===== src/rtl/jt7759_romarb_if.sv =====
// rtl/jt7759_romarb_if.sv - bundle of both client ROM ports and the shared external ROM port
interface jt7759_romarb_if #(
  parameter int EAW = 22
);
  logic           c0_cs;
  logic [16:0]    c0_addr;
  logic           c0_flush;
  logic [7:0]     c0_data;
  logic           c0_ok;
  logic           c1_cs;
  logic [16:0]    c1_addr;
  logic           c1_flush;
  logic [7:0]     c1_data;
  logic           c1_ok;
  logic           ext_cs;
  logic [EAW-1:0] ext_addr;
  logic [7:0]     ext_data;
  logic           ext_ok;

  // master: the two voice controllers plus the ROM bridge; slave: the arbiter
  modport master (
    output c0_cs, c0_addr, c0_flush, input c0_data, c0_ok,
    output c1_cs, c1_addr, c1_flush, input c1_data, c1_ok,
    input  ext_cs, ext_addr, output ext_data, ext_ok
  );

  modport slave (
    input  c0_cs, c0_addr, c0_flush, output c0_data, c0_ok,
    input  c1_cs, c1_addr, c1_flush, output c1_data, c1_ok,
    output ext_cs, ext_addr, input ext_data, ext_ok
  );
endinterface


===== src/rtl/jt7759_romarb.sv =====
// rtl/jt7759_romarb.sv - two-client ROM arbiter with one-byte latch per client
module jt7759_romarb #(
  parameter int             EAW     = 22,
  parameter logic [EAW-1:0] OFFSET0 = '0,
  parameter logic [EAW-1:0] OFFSET1 = EAW'('h20000)
) (
  input  logic                clk,
  input  logic                rstn,
  jt7759_romarb_if.slave      bus
);

  typedef enum logic [3:0] {
    ST_IDLE  = 4'b0001,
    ST_ISSUE = 4'b0010,
    ST_WAIT  = 4'b0100,
    ST_FILL  = 4'b1000
  } state_t;

  state_t         st_q, st_d;
  logic           ext_cs_q, ext_cs_d;
  logic [EAW-1:0] ext_addr_q, ext_addr_d;
  logic [7:0]     data0_q, data0_d, data1_q, data1_d;
  logic [16:0]    tag0_q, tag0_d, tag1_q, tag1_d;
  logic           valid0_q, valid0_d, valid1_q, valid1_d;
  logic           last_q, last_d;
  logic           cur_id_q, cur_id_d;
  logic [16:0]    cur_addr_q, cur_addr_d;
  logic [7:0]     cap_q, cap_d;

  logic hit0, hit1, busy, pend0, pend1, gnt_id;

  always_comb begin
    hit0   = valid0_q && (tag0_q == bus.c0_addr);
    hit1   = valid1_q && (tag1_q == bus.c1_addr);
    busy   = (st_q != ST_IDLE);
    pend0  = bus.c0_cs && !hit0 && !(busy && !cur_id_q);
    pend1  = bus.c1_cs && !hit1 && !(busy && cur_id_q);
    // last_q=1 means client 1 was served most recently, so client 0 wins a tie
    gnt_id = pend1 && (!pend0 || !last_q);

    st_d       = st_q;
    ext_cs_d   = ext_cs_q;
    ext_addr_d = ext_addr_q;
    data0_d    = data0_q;
    data1_d    = data1_q;
    tag0_d     = tag0_q;
    tag1_d     = tag1_q;
    valid0_d   = valid0_q;
    valid1_d   = valid1_q;
    last_d     = last_q;
    cur_id_d   = cur_id_q;
    cur_addr_d = cur_addr_q;
    cap_d      = cap_q;

    case (st_q)
      ST_IDLE: begin
        if (pend0 || pend1) begin
          cur_id_d   = gnt_id;
          cur_addr_d = gnt_id ? bus.c1_addr : bus.c0_addr;
          ext_addr_d = gnt_id ? OFFSET1 + EAW'(bus.c1_addr) : OFFSET0 + EAW'(bus.c0_addr);
          ext_cs_d   = 1'b1;
          st_d       = ST_ISSUE;
        end
      end
      // ext_ok may still be high from the previous access; never sample it here
      ST_ISSUE: st_d = ST_WAIT;
      ST_WAIT: begin
        if (bus.ext_ok) begin
          cap_d = bus.ext_data;
          st_d  = ST_FILL;
        end
      end
      ST_FILL: begin
        if (cur_id_q) begin
          data1_d  = cap_q;
          tag1_d   = cur_addr_q;
          valid1_d = 1'b1;
        end else begin
          data0_d  = cap_q;
          tag0_d   = cur_addr_q;
          valid0_d = 1'b1;
        end
        last_d   = cur_id_q;
        ext_cs_d = 1'b0;
        st_d     = ST_IDLE;
      end
      default: begin
        ext_cs_d = 1'b0;
        st_d     = ST_IDLE;
      end
    endcase

    // flush overrides a fill landing in the same cycle
    if (bus.c0_flush) valid0_d = 1'b0;
    if (bus.c1_flush) valid1_d = 1'b0;
  end

  always_ff @(posedge clk) begin
    if (!rstn) begin
      st_q       <= ST_IDLE;
      ext_cs_q   <= 1'b0;
      ext_addr_q <= '0;
      data0_q    <= '0;
      data1_q    <= '0;
      tag0_q     <= '0;
      tag1_q     <= '0;
      valid0_q   <= 1'b0;
      valid1_q   <= 1'b0;
      last_q     <= 1'b1;
      cur_id_q   <= 1'b0;
      cur_addr_q <= '0;
      cap_q      <= '0;
    end else begin
      st_q       <= st_d;
      ext_cs_q   <= ext_cs_d;
      ext_addr_q <= ext_addr_d;
      data0_q    <= data0_d;
      data1_q    <= data1_d;
      tag0_q     <= tag0_d;
      tag1_q     <= tag1_d;
      valid0_q   <= valid0_d;
      valid1_q   <= valid1_d;
      last_q     <= last_d;
      cur_id_q   <= cur_id_d;
      cur_addr_q <= cur_addr_d;
      cap_q      <= cap_d;
    end
  end

  assign bus.c0_data  = data0_q;
  assign bus.c1_data  = data1_q;
  assign bus.c0_ok    = bus.c0_cs && hit0;
  assign bus.c1_ok    = bus.c1_cs && hit1;
  assign bus.ext_cs   = ext_cs_q;
  assign bus.ext_addr = ext_addr_q;

endmodule


===== src/flat_wrapper.sv =====
// flat-port wrapper written by rule: the top's interface ports become plain ports
module jt7759_romarb_flat 
#(
  parameter int             EAW     = 22,
  parameter logic [EAW-1:0] OFFSET0 = '0,
  parameter logic [EAW-1:0] OFFSET1 = EAW'('h20000)
)
  (clk, rstn, bus_c0_cs, bus_c0_addr, bus_c0_flush, bus_c0_data, bus_c0_ok, bus_c1_cs, bus_c1_addr, bus_c1_flush, bus_c1_data, bus_c1_ok, bus_ext_cs, bus_ext_addr, bus_ext_data, bus_ext_ok);
  jt7759_romarb_if #(.EAW(EAW)) bus_i ();
  input  logic clk;
  input  logic rstn;
  input wire logic [$bits(bus_i.c0_cs)-1:0] bus_c0_cs;
  input wire logic [$bits(bus_i.c0_addr)-1:0] bus_c0_addr;
  input wire logic [$bits(bus_i.c0_flush)-1:0] bus_c0_flush;
  output wire logic [$bits(bus_i.c0_data)-1:0] bus_c0_data;
  output wire logic [$bits(bus_i.c0_ok)-1:0] bus_c0_ok;
  input wire logic [$bits(bus_i.c1_cs)-1:0] bus_c1_cs;
  input wire logic [$bits(bus_i.c1_addr)-1:0] bus_c1_addr;
  input wire logic [$bits(bus_i.c1_flush)-1:0] bus_c1_flush;
  output wire logic [$bits(bus_i.c1_data)-1:0] bus_c1_data;
  output wire logic [$bits(bus_i.c1_ok)-1:0] bus_c1_ok;
  output wire logic [$bits(bus_i.ext_cs)-1:0] bus_ext_cs;
  output wire logic [$bits(bus_i.ext_addr)-1:0] bus_ext_addr;
  input wire logic [$bits(bus_i.ext_data)-1:0] bus_ext_data;
  input wire logic [$bits(bus_i.ext_ok)-1:0] bus_ext_ok;
  assign bus_i.c0_cs = bus_c0_cs;
  assign bus_i.c0_addr = bus_c0_addr;
  assign bus_i.c0_flush = bus_c0_flush;
  assign bus_c0_data = bus_i.c0_data;
  assign bus_c0_ok = bus_i.c0_ok;
  assign bus_i.c1_cs = bus_c1_cs;
  assign bus_i.c1_addr = bus_c1_addr;
  assign bus_i.c1_flush = bus_c1_flush;
  assign bus_c1_data = bus_i.c1_data;
  assign bus_c1_ok = bus_i.c1_ok;
  assign bus_ext_cs = bus_i.ext_cs;
  assign bus_ext_addr = bus_i.ext_addr;
  assign bus_i.ext_data = bus_ext_data;
  assign bus_i.ext_ok = bus_ext_ok;
  jt7759_romarb #(.EAW(EAW), .OFFSET0(OFFSET0), .OFFSET1(OFFSET1)) u_core (.clk(clk), .rstn(rstn), .bus(bus_i));
endmodule

===== config.mk =====
export PLATFORM = sky130hd
export DESIGN_NAME = jt7759_romarb_flat
export DESIGN_NICKNAME = d
export VERILOG_FILES = /design/src/rtl/jt7759_romarb_if.sv /design/src/rtl/jt7759_romarb.sv /design/src/flat_wrapper.sv
export SDC_FILE = /design/constraint.sdc
export NUM_CORES = 1
export LEC_CHECK = 0
export ABC_CLOCK_PERIOD_IN_PS = 2600
export BUFFER_PORTS_ARGS = -buffer_cell sky130_fd_sc_hd__buf_2
export CAP_MARGIN = 20
export CORE_MARGIN = 3
export CORE_UTILIZATION = 54
export CTS_CLUSTER_SIZE = 20
export DETAILED_ROUTE_END_ITERATION = 6
export PLACE_DENSITY = 0.8
export SYNTH_ARGS = -nofsm -noshare
export SYNTH_HDL_FRONTEND = slang
export SYNTH_SLANG_ARGS = --single-unit

===== constraint.sdc =====
create_clock -name clk -period 2.6 [get_ports clk]
set_clock_uncertainty 0.1 [all_clocks]
set_input_delay 0.13 -clock clk [delete_from_list [all_inputs] [get_ports clk]]
set_output_delay 0.13 -clock clk [all_outputs]
set_load 0.03 [all_outputs]

**After elaboration in Yosys (flattened, before gate mapping)**

Index checks and enable logic that the tools add are counted.

- Word-level logic and storage cells: 62
- Output and inout bits: 41
- Input bits: 49
- Register bits after elaboration: 106

- Muxes and demuxes: 7
- Reduce and logical (&&, ||, !) cells: 29
- Bitwise gates (word level): 3
- Add/subtract/negate cells: 1
- Equality and inequality tests: 9

Operators with widths:

| cell | count |
|---|---|
| $eq A17 B17 Y1 | 2 |
| $mux W22 | 1 |
| $add A18 B17 Y19 const A | 1 |
| $mux W17 | 1 |
| $pmux W4 S3 | 1 |
| $reduce_and A2 Y1 | 6 |
| $logic_and A1 B1 Y1 | 11 |
| $mux W4 | 2 |
| $logic_not A1 Y1 | 7 |
| $reduce_or A2 Y1 | 3 |
| $eq A4 B1 Y1 const B | 1 |
| $eq A4 B2 Y1 const B | 1 |
| $eq A4 B3 Y1 const B | 1 |
| $eq A4 B4 Y1 const B | 1 |
| $ne A4 B1 Y1 const B | 1 |
| $not A1 Y1 | 3 |
| $logic_or A1 B1 Y1 | 2 |
| $ne A2 B1 Y1 const B | 1 |
| $ne A2 B2 Y1 const B | 1 |
| $pmux W1 S2 | 1 |
| $mux W1 | 1 |

**Depth between registers and ports, before layout**

Gate-level depths: netlist of the first run.

- Depth in word-level cells: 9
- Mapped depth: 9

**Worst setup path before layout of the first run**

OpenSTA, ideal clock, no wires.

- Kind: register -> register
- From: reg u_core.st_q[2]
- To: reg u_core.ext_addr_q[16] (netlist: u_core.bus.ext_addr[16])
- Library setup time: 0.145 ns
- Stages on the path, launching flop included: 10
- Required time: 2.355 ns
- Clock period less this slack: 1.956 ns
- Slack: 0.644 ns
- Data arrival time: 1.710 ns
- Path through: dfxtp_1 buf_2 nor4b_4 nand2b_1 buf_4 nand2_1 a21o_1 buf_2 o21ai_1 a311oi_2

- Word-level cells in the longest chain between the ends: 8
- Elaborated cells between the ends (all ways): 14
- Those cells by class: eq/ne (2); mux (1); reduce/logical (11)

RTL lines:

| item | line | source |
|---|---|---|
| from (decl) | jt7759_romarb.sv:19 | `state_t st_q, st_d;` |
| from (signal assigned) | jt7759_romarb.sv:114 | `st_q <= st_d;` |
| $ne A4 B1 Y1 | jt7759_romarb.sv:35 | `busy = (st_q != ST_IDLE);` |
| $logic_and A1 B1 Y1 | jt7759_romarb.sv:36 | `pend0 = bus.c0_cs && !hit0 && !(busy && !cur_id_q);` |
| $logic_not A1 Y1 | jt7759_romarb.sv:36 |  |
| $logic_and A1 B1 Y1 | jt7759_romarb.sv:36 |  |
| $logic_not A1 Y1 | jt7759_romarb.sv:39 | `gnt_id = pend1 && (!pend0 \|\| !last_q);` |
| $logic_or A1 B1 Y1 | jt7759_romarb.sv:39 |  |
| $logic_and A1 B1 Y1 | jt7759_romarb.sv:39 |  |
| $mux W22 | jt7759_romarb.sv:60 | `ext_addr_d = gnt_id ? OFFSET1 + EAW'(bus.c1_addr) : OFFSET0 + EAW'(bus.c0_addr);` |
| to (signal assigned) | jt7759_romarb.sv:116 | `ext_addr_q <= ext_addr_d;` |
| to (decl) | jt7759_romarb.sv:21 | `logic [EAW-1:0] ext_addr_q, ext_addr_d;` |

Parallel ways exist; a longest one is shown, timed or not.
A chain may end at the register's enable or synchronous reset.

**Final worst setup path of the first run**

- From: reg u_core.tag0_q[16]
- To: reg u_core.cur_addr_q[0]

- Word-level cells in the longest chain between the ends: 9
- Elaborated cells between the ends (all ways): 11
- Those cells by class: eq/ne (1); mux (1); reduce/logical (9)

RTL lines:

| item | line | source |
|---|---|---|
| from (decl) | jt7759_romarb.sv:23 | `logic [16:0] tag0_q, tag0_d, tag1_q, tag1_d;` |
| from (signal assigned) | jt7759_romarb.sv:119 | `tag0_q <= tag0_d;` |
| $eq A17 B17 Y1 * | jt7759_romarb.sv:33 | `hit0 = valid0_q && (tag0_q == bus.c0_addr);` |
| $logic_and A1 B1 Y1 * | jt7759_romarb.sv:33 |  |
| $logic_not A1 Y1 * | jt7759_romarb.sv:36 |  |
| $logic_and A1 B1 Y1 * (2 in series) | jt7759_romarb.sv:36 |  |
| $logic_not A1 Y1 | jt7759_romarb.sv:39 |  |
| $logic_or A1 B1 Y1 | jt7759_romarb.sv:39 |  |
| $logic_and A1 B1 Y1 | jt7759_romarb.sv:39 |  |
| $mux W17 | jt7759_romarb.sv:59 | `cur_addr_d = gnt_id ? bus.c1_addr : bus.c0_addr;` |
| to (signal assigned) | jt7759_romarb.sv:125 | `cur_addr_q <= cur_addr_d;` |
| to (decl) | jt7759_romarb.sv:27 | `logic [16:0] cur_addr_q, cur_addr_d;` |

Mark *: on every way between the ends. The rest lies on a longest branch, timed or not.

==> metrics.md, run 1 <==
| Metric | Value |
|---|---|
| Adder and majority cell fraction of the synthesized area | 0% |
| Cts bufs inserted | 9 |
| Hold depth | 3 |
| Dominant combinational cell family by area after synthesis | simple AND/OR/NAND/NOR gates |
| Fraction of power spent switching nets | 31.85% |
| Total standard cell area after synthesis | 3876 µm² |
| Fraction of the mapped netlist area in simple logic gates | 23.98% |
| Part of the total power dissipated in the clock network | 29.9% |
| Site Rows | 30 |
| Series of cell instances along the critical path | xnor2_1, nand4_1, nor3b_4, a21o_1, nand4_1, a311oi_1 |
| EDFF count, synth | 0 |
| Global-route usage over all layers | 27.12% |
| Core region area | 6869 µm² |
| Maximum fanout count along the critical path | 18 |
| Post-synth ARST share | 0% |
| Bufs on Longest Clock Path | 2 |
| Number of different library cells in the post-synthesis netlist | 40 |
| HPWL Detailed | 7905 µm |
| Post-CTS setup repair buffer count | 0 |
| Final nets | 604 |
| Setup slack at placement | 294.3 ps |
| Worst endpoint data arrival time | 2570 ps |
| Setup repair after global routing missed its margin | false |
| Fmax achieved | 413.7 MHz |
| Remaining global-route overflow | 0 |
| Largest vdd supply drop | 0.3577 mV |
| Count of input and output buffers | 85 |
| Critical Path Most Common Cell | sky130_fd_sc_hd__nand4_1 |
| Sw power | 0.9387 mW |
| CTS HTree Levels | 3 |
| Clock slew at reported path FFs | 80 ps |
| Via count of the first global-routing pass | 3595 |
| Via count of the routed design | 3724 |
| Power density over the cells | 631.4 nW/µm² |
| XOR/XNOR share of the synthesized area | 7.908% |
| Run status | finished, final reports clean |
| First-pass GRT wire length | 17860 µm |
| Post-Synthesis Mean Instance Area | 8.354 µm² |
| CP Class | reg -> reg |
| Worst path required time | 2750 ps |
| Chip Height | 90.73 µm |
| Internal power | 2.009 mW |
| Final routed DRC violation total | 0 |
| Critical path's largest stage delay | 530 ps |
| Synth-to-layout area growth | 20.43% |
| Logic depth of the worst register-to-register path | 6 |
| Post-synthesis compound-gate area fraction | 17.11% |
| Family of cells with the greatest summed delay on the critical path | compound AO/OA/AOI/OAI gates |
| Max Slew Vio Count | 0 |
| Relative contribution of combinational cells to total power | 21.4% |
| Total detailed-routing wirelength | 11010 µm |
| Final critical path time including I/O delays and setup | 2417 ps |
| Initial core utilization | 56.43% |
| Static leakage power | 1.822 nW |
| Violation count after the first detailed-routing iteration | 379 |
| TritonCTS clock tree | built |
| Total buffers and inverters traversed by the critical path | 0 |
| Die width | 90.73 µm |
| Path class of the lowest-slack min-delay path | in -> reg |
| Sequential area share after synthesis | 43.38% |
| Fraction of synthesized area in multiplexers | 2.324% |
| Via density per instance | 5.685 |
| Yosys warning total | 0 |
| Share of the clock period used by the worst path after layout | 92.98% |
| Setup Total Neg Slack | 0 ps |
| Fraction of layout cells with a size suffix above 1 | 23.43% |
| Cell with the biggest individual delay on the critical path | sky130_fd_sc_hd__a21o_1 |
| Type of element capturing the critical path | register |
| Final worst setup slack | 182.6 ps |
| Clock network latency to the later pin of the worst-skew pair | 350 ps |
| Resize count post-CTS | 0 |
| Largest net degree at the start of global routing | 35 |
| Number of gates on the worst path with buffers counted | 6 |
| Crit start category | register |
| Die area | 8231 µm² |
| Layout filler cell count | 584 |
| Remaining number of nets flagged by the antenna check after routing | 0 |
| Commonest register cell after synthesis | sky130_fd_sc_hd__dfxtp_1 |
| Max Cap Violations | 0 |
| Clock root buffer | sky130_fd_sc_hd__clkbuf_8 |
| Drt wl/cell | 16.81 µm |
| Setup-violating endpoint count in the final report | 0 |
| 1st-pass router iterations | 5 |
| Post-synthesis instance total | 464 |
| Sequential share of power | 48.8% |
| Max transition margin | 46.05% |
| Flip-flop and latch count after synthesis | 84 |
| Antenna violations before repair | 0 |
| Number of antenna diodes | 0 |
| Sinks on Clock Net | 84 |
| Cts hold-fix bufs | 14 |
| Final weighted congestion of routability-driven global placement | 0.9661 |
| Worst-margin pin slew | 809.2 ps |
| Endpoints failing hold | 0 |
| Number of top-level pins | 90 |
-- logic make-up after synthesis --
family                 count (synthesis)
AND/OR/NAND/NOR                      196
multiplexers                           9
other                                  1
buffers and inverters                 39
flip-flops                            84
AO/OA/AOI/OAI                        100
XOR/XNOR                              35
-- registers in the layout (all words and copies together), names as in the netlist, 2 cells and up --
register	count
u_core.cur_addr_q	16
u_core.bus.c1_data	8
u_core.bus.ext_addr	2
u_core.cap_q	8
u_core.tag0_q	17
u_core.st_q	4
u_core.tag1_q	17
u_core.bus.c0_data	8
-- power groups by stage --
stage,sequential [mW],combinational [mW],clock [mW]
4_1_cts,1.43,0.622,0.893
5_1_grt,1.44,0.671,0.954
3_5_place_dp,1.46,0.601,0
2_1_floorplan,1.53,0.347,0
3_3_place_gp,1.46,0.588,0
6_report,1.44,0.630,0.880
-- final cells by class --
type,instances,area (µm²),area share [%]
Timing Repair Buffer,112,663.1,14.21
Clock inverter,5,53.80,1.153
Sequential cell,84,1682,36.02
Multi-Input combinational cell,344,2007,42.99
Tap cell,96,120.1,2.573
Inverter,4,15.01,0.3216
Clock buffer,10,127.6,2.734
-- cells in the final DEF (no fill, tap or decap), types with 10 or more instances in the layout --
cell / n
sky130_fd_sc_hd__nor2_1: 16
sky130_fd_sc_hd__o21ai_1: 10
sky130_fd_sc_hd__a21oi_1: 54
sky130_fd_sc_hd__nand4_1: 27
sky130_fd_sc_hd__nand2_1: 108
sky130_fd_sc_hd__xnor2_1: 30
sky130_fd_sc_hd__dlygate4sd3_1: 14
sky130_fd_sc_hd__nor3_1: 23
sky130_fd_sc_hd__buf_2: 85
sky130_fd_sc_hd__buf_4: 13
sky130_fd_sc_hd__dfxtp_1: 84
sky130_fd_sc_hd__a311oi_2: 10
-- Yosys cell counts, types with 2 or more instances --
cell type / number / area share, %
sky130_fd_sc_hd__nand2_1: 108 / 10
sky130_fd_sc_hd__dfxtp_1: 84 / 43
sky130_fd_sc_hd__a21oi_1: 54 / 7.0
sky130_fd_sc_hd__xnor2_1: 30 / 6.8
sky130_fd_sc_hd__nand4_1: 27 / 4.4
sky130_fd_sc_hd__nor3_1: 23 / 3.0
sky130_fd_sc_hd__clkbuf_1: 18 / 1.7
sky130_fd_sc_hd__nor2_1: 17 / 1.6
sky130_fd_sc_hd__a311oi_2: 10 / 3.9
sky130_fd_sc_hd__o21ai_1: 10 / 1.3
sky130_fd_sc_hd__mux2i_1: 9 / 2.3
sky130_fd_sc_hd__buf_2: 8 / 1.0
sky130_fd_sc_hd__o21ai_0: 8 / 1.0
sky130_fd_sc_hd__a311oi_1: 7 / 1.6
sky130_fd_sc_hd__buf_4: 7 / 1.4
sky130_fd_sc_hd__xor2_1: 5 / 1.1
sky130_fd_sc_hd__and3_1: 4 / 0.65
sky130_fd_sc_hd__nand2b_1: 4 / 0.65
sky130_fd_sc_hd__a21oi_2: 3 / 0.68
sky130_fd_sc_hd__inv_1: 3 / 0.29
sky130_fd_sc_hd__nand3_1: 3 / 0.39
sky130_fd_sc_hd__nor4_1: 3 / 0.48
sky130_fd_sc_hd__a21o_1: 2 / 0.39
-- layer usage --
metal	GRT usage [%]	wire length (µm)
met5	0	0
met4	12.12	289
met3	5.333	858
met2	43.85	5200
met1	34.97	4663
-- path summary, 6_finish.rpt --
path                                      start                            endpoint  slack (ps)
max              u_core.tag0_q[16]$_SDFFE_PN0P_   u_core.cur_addr_q[0]$_SDFFE_PN0P_         180
max reg2reg      u_core.tag0_q[16]$_SDFFE_PN0P_   u_core.cur_addr_q[0]$_SDFFE_PN0P_         180
min                             bus_c1_addr[12]  u_core.cur_addr_q[12]$_SDFFE_PN0P_          10
min reg2reg  u_core.bus.c1_data[6]$_SDFFE_PN0P_  u_core.bus.c1_data[6]$_SDFFE_PN0P_         360
-- tightest hold or removal path: stages --
cell and delay, ps:
sky130_fd_sc_hd__buf_2 110, sky130_fd_sc_hd__nand4_1 80, sky130_fd_sc_hd__a311oi_2 90
-- per-stage QoR --
stage                     cell area, µm²  util, %  power, mW  instances  hold WS (ps)
after floorplan                     3887        -      1.876        467         91.94
after global placement              4347    63.28      2.049        626         196.2
after detailed placement            4347    63.28      2.062        626         204.6
after CTS                           4668    67.96      2.946        655         2.180
after global routing                4668    67.96      3.068        655         10.20
final                               4668    67.96      2.947        655         12.96
Power figures use the tool's default switching activity.
==> inputs of run 2 (changes only) <==
--- a/config.mk
+++ b/config.mk
@@ -12,7 +12,9 @@
 export CORE_UTILIZATION = 54
 export CTS_CLUSTER_SIZE = 20
 export DETAILED_ROUTE_END_ITERATION = 6
+export HOLD_SLACK_MARGIN = 0.1
 export PLACE_DENSITY = 0.8
+export SLEW_MARGIN = 10
 export SYNTH_ARGS = -nofsm -noshare
 export SYNTH_HDL_FRONTEND = slang
 export SYNTH_SLANG_ARGS = --single-unit
==> metrics.md, run 2 (synthesized netlist as in run 1, its figures left out) <==
| Metric | Value |
|---|---|
| Run status | finished, final reports clean (unchanged) |
| Area used by multi-input combinational logic | 2008 µm² (was 2007 µm²) |
| Final worst setup slack | 148.5 ps (was 182.6 ps) |
| Number of gates on the worst path with buffers counted | 8 (was 6) |
| Site Rows | 30 (unchanged) |
| Core region area | 6869 µm² (unchanged) |
| Worst Hold Margin | 171.0 ps (was 12.96 ps) |
| Series of cell instances along the critical path | dlygate4sd3_1, buf_2, xnor2_1, nand4_1, nor3_4, a21oi_2, or2_1, a311oi_1 (was xnor2_1, nand4_1, nor3b_4, a21o_1, nand4_1, a311oi_1) |
| Worst-margin pin slew | 792.7 ps (was 809.2 ps) |
| Path class of the lowest-slack min-delay path | in -> reg (unchanged) |
| Final routed DRC violation total | 0 (unchanged) |
| Cts bufs inserted | 9 (unchanged) |
| Number of top-level pins | 90 (unchanged) |
| Crit start category | primary input (was register) |
| Clock slew at reported path FFs | 80 ps (about the same) |
| Bufs on Longest Clock Path | 2 (unchanged) |
| Global-route usage over all layers | 28.78% (was 27.12%) |
| Maximum fanout count along the critical path | 17 (was 18) |
| Family of cells with the greatest summed delay on the critical path | simple AND/OR/NAND/NOR gates (was compound AO/OA/AOI/OAI gates) |
| Via density per instance | 5.763 (was 5.685) |
| Total buffers and inverters traversed by the critical path | 2 (was 0) |
| Post-CTS setup repair buffer count | 0 (unchanged) |
| Largest net degree at the start of global routing | 35 (unchanged) |
| Sinks on Clock Net | 84 (unchanged) |
| Synth-to-layout area growth | 28.73% (was 20.43%) |
| FF/Latch Area | 1682 µm² (unchanged) |
| CP Class | in -> reg (was reg -> reg) |
| Die width | 90.73 µm (unchanged) |
| Setup-violating endpoint count in the final report | 0 (unchanged) |
| Registers with the most flip-flops | u_core.tag0_q x17, u_core.tag1_q x17, u_core.cur_addr_q x16 (unchanged) |
| Chip Height | 90.73 µm (unchanged) |
| Logic depth of the worst register-to-register path | 6 (unchanged) |
| Via count of the first global-routing pass | 3762 (was 3595) |
| Antenna violations before repair | 0 (unchanged) |
| Type of element capturing the critical path | register (unchanged) |
| Setup slack at placement | 294.3 ps (unchanged) |
| Final nets | 636 (was 604) |
| Fmax achieved | 407.9 MHz (was 413.7 MHz) |
| Max Cap Violations | 0 (unchanged) |
| Cell with the biggest individual delay on the critical path | sky130_fd_sc_hd__dlygate4sd3_1 (was sky130_fd_sc_hd__a21o_1) |
| Worst setup path startpoint | bus_c0_addr[9] (was u_core.tag0_q[16]$_SDFFE_PN0P_) |
| CTS HTree Levels | 3 (unchanged) |
| Fraction of layout cells with a size suffix above 1 | 22.34% (was 23.43%) |
| Worst path required time | 2750 ps (about the same) |
| Count of input and output buffers | 85 (unchanged) |
| 1st-pass router iterations | 6 (was 5) |
| First-pass GRT wire length | 18940 µm (was 17860 µm) |
| Total detailed-routing wirelength | 11690 µm (was 11010 µm) |
| Max transition margin | 47.15% (was 46.05%) |
| Clock network latency to the later pin of the worst-skew pair | 360 ps (was 350 ps) |
| Number of antenna diodes | 0 (unchanged) |
| Critical path's largest stage delay | 550 ps (was 530 ps) |
| Max Slew Vio Count | 0 (unchanged) |
| Share of the clock period used by the worst path after layout | 94.29% (was 92.98%) |
| Setup repair after global routing missed its margin | false (unchanged) |
| Power density over the cells | 600.4 nW/µm² (was 631.4 nW/µm²) |
| Static leakage power | 1.955 nW (was 1.822 nW) |
| Reg2Reg Launch Point | u_core.tag0_q[16]$_SDFFE_PN0P_ (unchanged) |
| Layout filler cell count | 534 (was 584) |
| Die area | 8231 µm² (unchanged) |
| Remaining number of nets flagged by the antenna check after routing | 0 (unchanged) |
| Setup Total Neg Slack | 0 ps (unchanged) |
| Largest vdd supply drop | 0.3594 mV (was 0.3577 mV) |
| Clock root buffer | sky130_fd_sc_hd__clkbuf_8 (unchanged) |
| Remaining global-route overflow | 0 (unchanged) |
| Violation count after the first detailed-routing iteration | 593 (was 379) |
| Start point of the worst hold path | bus_c0_cs (was bus_c1_addr[12]) |
| Initial core utilization | 56.43% (unchanged) |
| HPWL Detailed | 7905 µm (unchanged) |
| Most common cell after layout, fill and taps aside | sky130_fd_sc_hd__nand2_1 (unchanged) |
| Via count of the routed design | 3959 (was 3724) |
| Drt wl/cell | 17.02 µm (was 16.81 µm) |
| Endpoints failing hold | 0 (unchanged) |
| Most frequent cells in the layout | 108 x sky130_fd_sc_hd__nand2_1, 85 x sky130_fd_sc_hd__buf_2, 84 x sky130_fd_sc_hd__dfxtp_1, 54 x sky130_fd_sc_hd__a21oi_1, 46 x sky130_fd_sc_hd__dlygate4sd3_1 (was 108 x sky130_fd_sc_hd__nand2_1, 85 x sky130_fd_sc_hd__buf_2, 84 x sky130_fd_sc_hd__dfxtp_1, 54 x sky130_fd_sc_hd__a21oi_1, 30 x sky130_fd_sc_hd__xnor2_1) |
| Hold depth | 5 (was 3) |
| Worst endpoint data arrival time | 2610 ps (was 2570 ps) |
| TritonCTS clock tree | built (unchanged) |
| Final critical path time including I/O delays and setup | 2452 ps (was 2417 ps) |
| Final weighted congestion of routability-driven global placement | 0.9661 (unchanged) |
==> run 2: cell count changes in the layout (fill, tap and decap cells not counted) <==
| cell | previous run | this run |
|---|---|---|
| sky130_fd_sc_hd__a21o_1 | 2 | 1 |
| sky130_fd_sc_hd__a21o_2 | 0 | 1 |
| sky130_fd_sc_hd__dlygate4sd3_1 | 14 | 46 |
==> run 2: through the flow <==
stage	util (%)	power, mW	std cells	instance area (µm²)
global placement	63.28	2.049	626	4347
CTS	72.62	2.983	687	4989
finish	72.64	2.996	687	4990
global route	72.64	3.108	687	4990
floorplan	-	1.876	467	3887
detailed placement	63.28	2.062	626	4347
==> run 2: tightest hold or removal path, cell delays in order <==
cell                      delay (ps)
sky130_fd_sc_hd__buf_2           140
sky130_fd_sc_hd__o21ai_0          80
sky130_fd_sc_hd__a21oi_1          80
sky130_fd_sc_hd__nor2_1          100
sky130_fd_sc_hd__nor4_1           50
==> run 2: area by class of cell <==
| type | count | share of cell area (%) |
|---|---|---|
| sequential | 84 | 33.70 |
| clock buffer | 10 | 2.558 |
| tap | 96 | 2.407 |
| multi-input combinational | 344 | 40.25 |
| timing repair buffer | 144 | 19.71 |
| inverter | 4 | 0.3009 |
| clock inverter | 5 | 1.078 |
==> run 2: what timing repair did <==
action | 4_1_cts | 5_1_grt
hold endpoints to repair | 31 | 0
setup endpoints to repair | 0 | 2
gates resized for setup | 0 | 1
hold buffers | 46 | 0
==> run 2: path summary, 6_finish.rpt <==
path,endpoint,slack [ps]
worst min-delay path,u_core.st_q[1]$_SDFFE_PN0P_,170
worst max-delay path,u_core.cur_addr_q[4]$_SDFFE_PN0P_,150
worst max register to register,u_core.cur_addr_q[4]$_SDFFE_PN0P_,250
worst min register to register,u_core.bus.c1_data[6]$_SDFFE_PN0P_,360
==> run 2: per-layer routing <==
layer / track usage (%) / wire length, µm / vias up
met3: 6.417 / 920 / 37
met2: 46.82 / 5568 / 219
li1: - / - / 1860
met4: 13.90 / 384 / 0
met5: 0 / 0 / -
met1: 35.97 / 4816 / 1843
==> run 2: where the power goes <==
group	total (mW)	internal (mW)	leakage, nW	switching, mW
registers	1.44	1.35	0.682	0.0930
logic	0.673	0.260	1.18	0.413
clock network	0.885	0.436	0.0959	0.449
==> inputs of run 3 (changes only) <==
--- a/config.mk
+++ b/config.mk
@@ -14,6 +14,7 @@
 export DETAILED_ROUTE_END_ITERATION = 6
 export HOLD_SLACK_MARGIN = 0.1
 export PLACE_DENSITY = 0.8
+export SETUP_SLACK_MARGIN = 0.2
 export SLEW_MARGIN = 10
 export SYNTH_ARGS = -nofsm -noshare
 export SYNTH_HDL_FRONTEND = slang
==> metrics.md, run 3 (synthesized netlist as in run 1, its figures left out) <==
| Metric | Value |
|---|---|
| CP Class | in -> reg (unchanged) |
| Clock root buffer | sky130_fd_sc_hd__clkbuf_8 (unchanged) |
| Remaining number of nets flagged by the antenna check after routing | 0 (unchanged) |
| Logic depth of the worst register-to-register path | 6 (unchanged) |
| Drt wl/cell | 16.99 µm (was 17.02 µm) |
| Worst Hold Margin | 158.1 ps (was 171.0 ps) |
| Core region area | 6869 µm² (unchanged) |
| Most common cell after layout, fill and taps aside | sky130_fd_sc_hd__nand2_1 (unchanged) |
| Reg2Reg Launch Point | u_core.tag0_q[16]$_SDFFE_PN0P_ (unchanged) |
| Clock network latency to the later pin of the worst-skew pair | 360 ps (about the same) |
| Reg-to-reg endpoint | u_core.cur_addr_q[0]$_SDFFE_PN0P_ (was u_core.cur_addr_q[4]$_SDFFE_PN0P_) |
| Hold-critical path endpoint | u_core.st_q[1]$_SDFFE_PN0P_ (unchanged) |
| Path class of the lowest-slack min-delay path | in -> reg (unchanged) |
| First-pass GRT wire length | 18890 µm (was 18940 µm) |
| Antenna violations before repair | 0 (unchanged) |
| Start point of the worst hold path | bus_c0_cs (unchanged) |
| Standard cell area after detailed placement | 4347 µm² (unchanged) |
| Count of input and output buffers | 85 (unchanged) |
| Most frequent cells in the layout | 108 x sky130_fd_sc_hd__nand2_1, 85 x sky130_fd_sc_hd__buf_2, 84 x sky130_fd_sc_hd__dfxtp_1, 54 x sky130_fd_sc_hd__a21oi_1, 46 x sky130_fd_sc_hd__dlygate4sd3_1 (unchanged) |
| Fraction of layout cells with a size suffix above 1 | 22.80% (was 22.34%) |
| Max Cap Violations | 0 (unchanged) |
| Bufs on Longest Clock Path | 2 (unchanged) |
| Run status | finished, final reports clean (unchanged) |
| Max Slew Vio Count | 0 (unchanged) |
| Clock slew at reported path FFs | 80 ps (about the same) |
| Setup repair after global routing missed its margin | false (unchanged) |
| Max transition margin | 54.31% (was 47.15%) |
| CTS HTree Levels | 3 (unchanged) |
| Cts bufs inserted | 9 (unchanged) |
| Overall power after layout | 2.997 mW (was 2.996 mW) |
| Worst path required time | 2750 ps (about the same) |
| Via count of the routed design | 3923 (was 3959) |
| Violation count after the first detailed-routing iteration | 579 (was 593) |
| Via count of the first global-routing pass | 3753 (was 3762) |
| Synth-to-layout area growth | 29.02% (was 28.73%) |
| Endpoints failing hold | 0 (unchanged) |
| Crit start category | primary input (unchanged) |
| Registers with the most flip-flops | u_core.tag0_q x17, u_core.tag1_q x17, u_core.cur_addr_q x16 (unchanged) |
| Met1 Wirelength | 4761 µm (was 4816 µm) |
| Worst-margin pin slew | 681.7 ps (was 792.7 ps) |
| Fin util | 72.81% (was 72.64%) |
| Maximum fanout count along the critical path | 18 (was 17) |
| Final nets | 637 (was 636) |
| Die width | 90.73 µm (unchanged) |
| Via density per instance | 5.702 (was 5.763) |
| Number of top-level pins | 90 (unchanged) |
| Setup Total Neg Slack | 0 ps (unchanged) |
| 1st-pass router iterations | 5 (was 6) |
| Reg-to-reg setup timing slack | 390 ps (was 250 ps) |
| Site Rows | 30 (unchanged) |
| Chip Height | 90.73 µm (unchanged) |
| TritonCTS clock tree | built (unchanged) |
| Hold depth | 5 (unchanged) |
| Setup-violating endpoint count in the final report | 0 (unchanged) |
| Largest vdd supply drop | 0.3597 mV (was 0.3594 mV) |
| Design Area, Final | 5001 µm² (was 4990 µm²) |
| Uppermost metal layer occupied by signal nets | met4 (unchanged) |
| HPWL Detailed | 7905 µm (unchanged) |
| Initial core utilization | 56.43% (unchanged) |
| Met3 layer wire length in the routed design | 950 µm (was 920 µm) |
| Count of non-filler cells in the finished layout | 688 (was 687) |
| Sinks on Clock Net | 84 (unchanged) |
| Static leakage power | 1.960 nW (was 1.955 nW) |
| Remaining global-route overflow | 0 (unchanged) |
| Worst endpoint data arrival time | 2430 ps (was 2610 ps) |
| Fmax achieved | 438.1 MHz (was 407.9 MHz) |
| Share of the clock period used by the worst path after layout | 87.80% (was 94.29%) |
| Power density over the cells | 599.2 nW/µm² (was 600.4 nW/µm²) |
| Largest net degree at the start of global routing | 35 (unchanged) |
| Length of routed met2 wiring | 5588 µm (was 5568 µm) |
| Number of antenna diodes | 0 (unchanged) |
| Global-route usage over all layers | 28.71% (was 28.78%) |
| Final routed DRC violation total | 0 (unchanged) |
| Final critical path time including I/O delays and setup | 2283 ps (was 2452 ps) |
| Total detailed-routing wirelength | 11690 µm (about the same) |
| Type of element capturing the critical path | register (unchanged) |
| Die area | 8231 µm² (unchanged) |
| Placed insts | 626 (unchanged) |
| Setup slack at placement | 294.3 ps (unchanged) |
| Final weighted congestion of routability-driven global placement | 0.9661 (unchanged) |
| Final worst setup slack | 317.2 ps (was 148.5 ps) |
-- run 3: cell count changes in the layout (fill, tap and decap cells not counted) --
cell	delta
sky130_fd_sc_hd__a21o_1	-1
sky130_fd_sc_hd__buf_4	+1
sky130_fd_sc_hd__or2_1	-1
sky130_fd_sc_hd__a21o_2	+1
sky130_fd_sc_hd__or2_4	+1
-- run 3: power by group --
| part | leakage (nW) | switching, mW | internal (mW) |
|---|---|---|---|
| Sequential | 0.682 | 0.0925 | 1.35 |
| Combinational | 1.18 | 0.413 | 0.263 |
| Clock | 0.0959 | 0.447 | 0.436 |
| Total | 1.96 | 0.952 | 2.04 |
-- run 3: how the worst max path moves through the flow --
stage | start | endpoint | slack (ps) | depth (start not counted)
floorplan | u_core.st_q[2]$_SDFFE_PN0P_ | u_core.bus.ext_addr[16]$_SDFFE_PN0P_ | 640 | 9
global placement | u_core.tag0_q[16]$_SDFFE_PN0P_ | u_core.cur_addr_q[9]$_SDFFE_PN0P_ | 380 | 6
detailed placement | u_core.tag0_q[12]$_SDFFE_PN0P_ | u_core.cur_addr_q[0]$_SDFFE_PN0P_ | 290 | 6
CTS | bus_c0_addr[0] | u_core.cur_addr_q[0]$_SDFFE_PN0P_ | 220 | 8
global route | bus_c0_addr[0] | u_core.cur_addr_q[3]$_SDFFE_PN0P_ | 200 | 8
finish | bus_c0_addr[7] | u_core.cur_addr_q[0]$_SDFFE_PN0P_ | 320 | 8
-- run 3: timing repair --
action	CTS	global route
endpoints found under the hold margin	31	0
hold buffers	46	0
buffers inserted	0	1
endpoints found under the setup margin	0	17
resized for setup	0	4
-- run 3: layout make-up --
cell class | count | area, µm²
repair buffers | 145 | 991.0
clock inverters | 5 | 53.80
well taps | 96 | 120.1
clock buffers | 10 | 127.6
multi-input cells | 344 | 2012
flip-flops and latches | 84 | 1682
fillers | 528 | 1868
inverters | 4 | 15.01
-- run 3: per-layer routing --
metal,vias up,track usage [%]
met3,39,6.333
met4,0,13.52
li1,1864,-
met1,1802,35.80
met2,218,47.00
met5,-,0
-- run 3: worst max-delay path, stage by stage --
cell and delay (ps):
sky130_fd_sc_hd__dlygate4sd3_1 540, sky130_fd_sc_hd__buf_2 140, sky130_fd_sc_hd__xnor2_1 230, sky130_fd_sc_hd__nand4_1 200
sky130_fd_sc_hd__nor3b_4 340, sky130_fd_sc_hd__a21o_2 380, sky130_fd_sc_hd__nand4_1 180, sky130_fd_sc_hd__a311oi_1 300
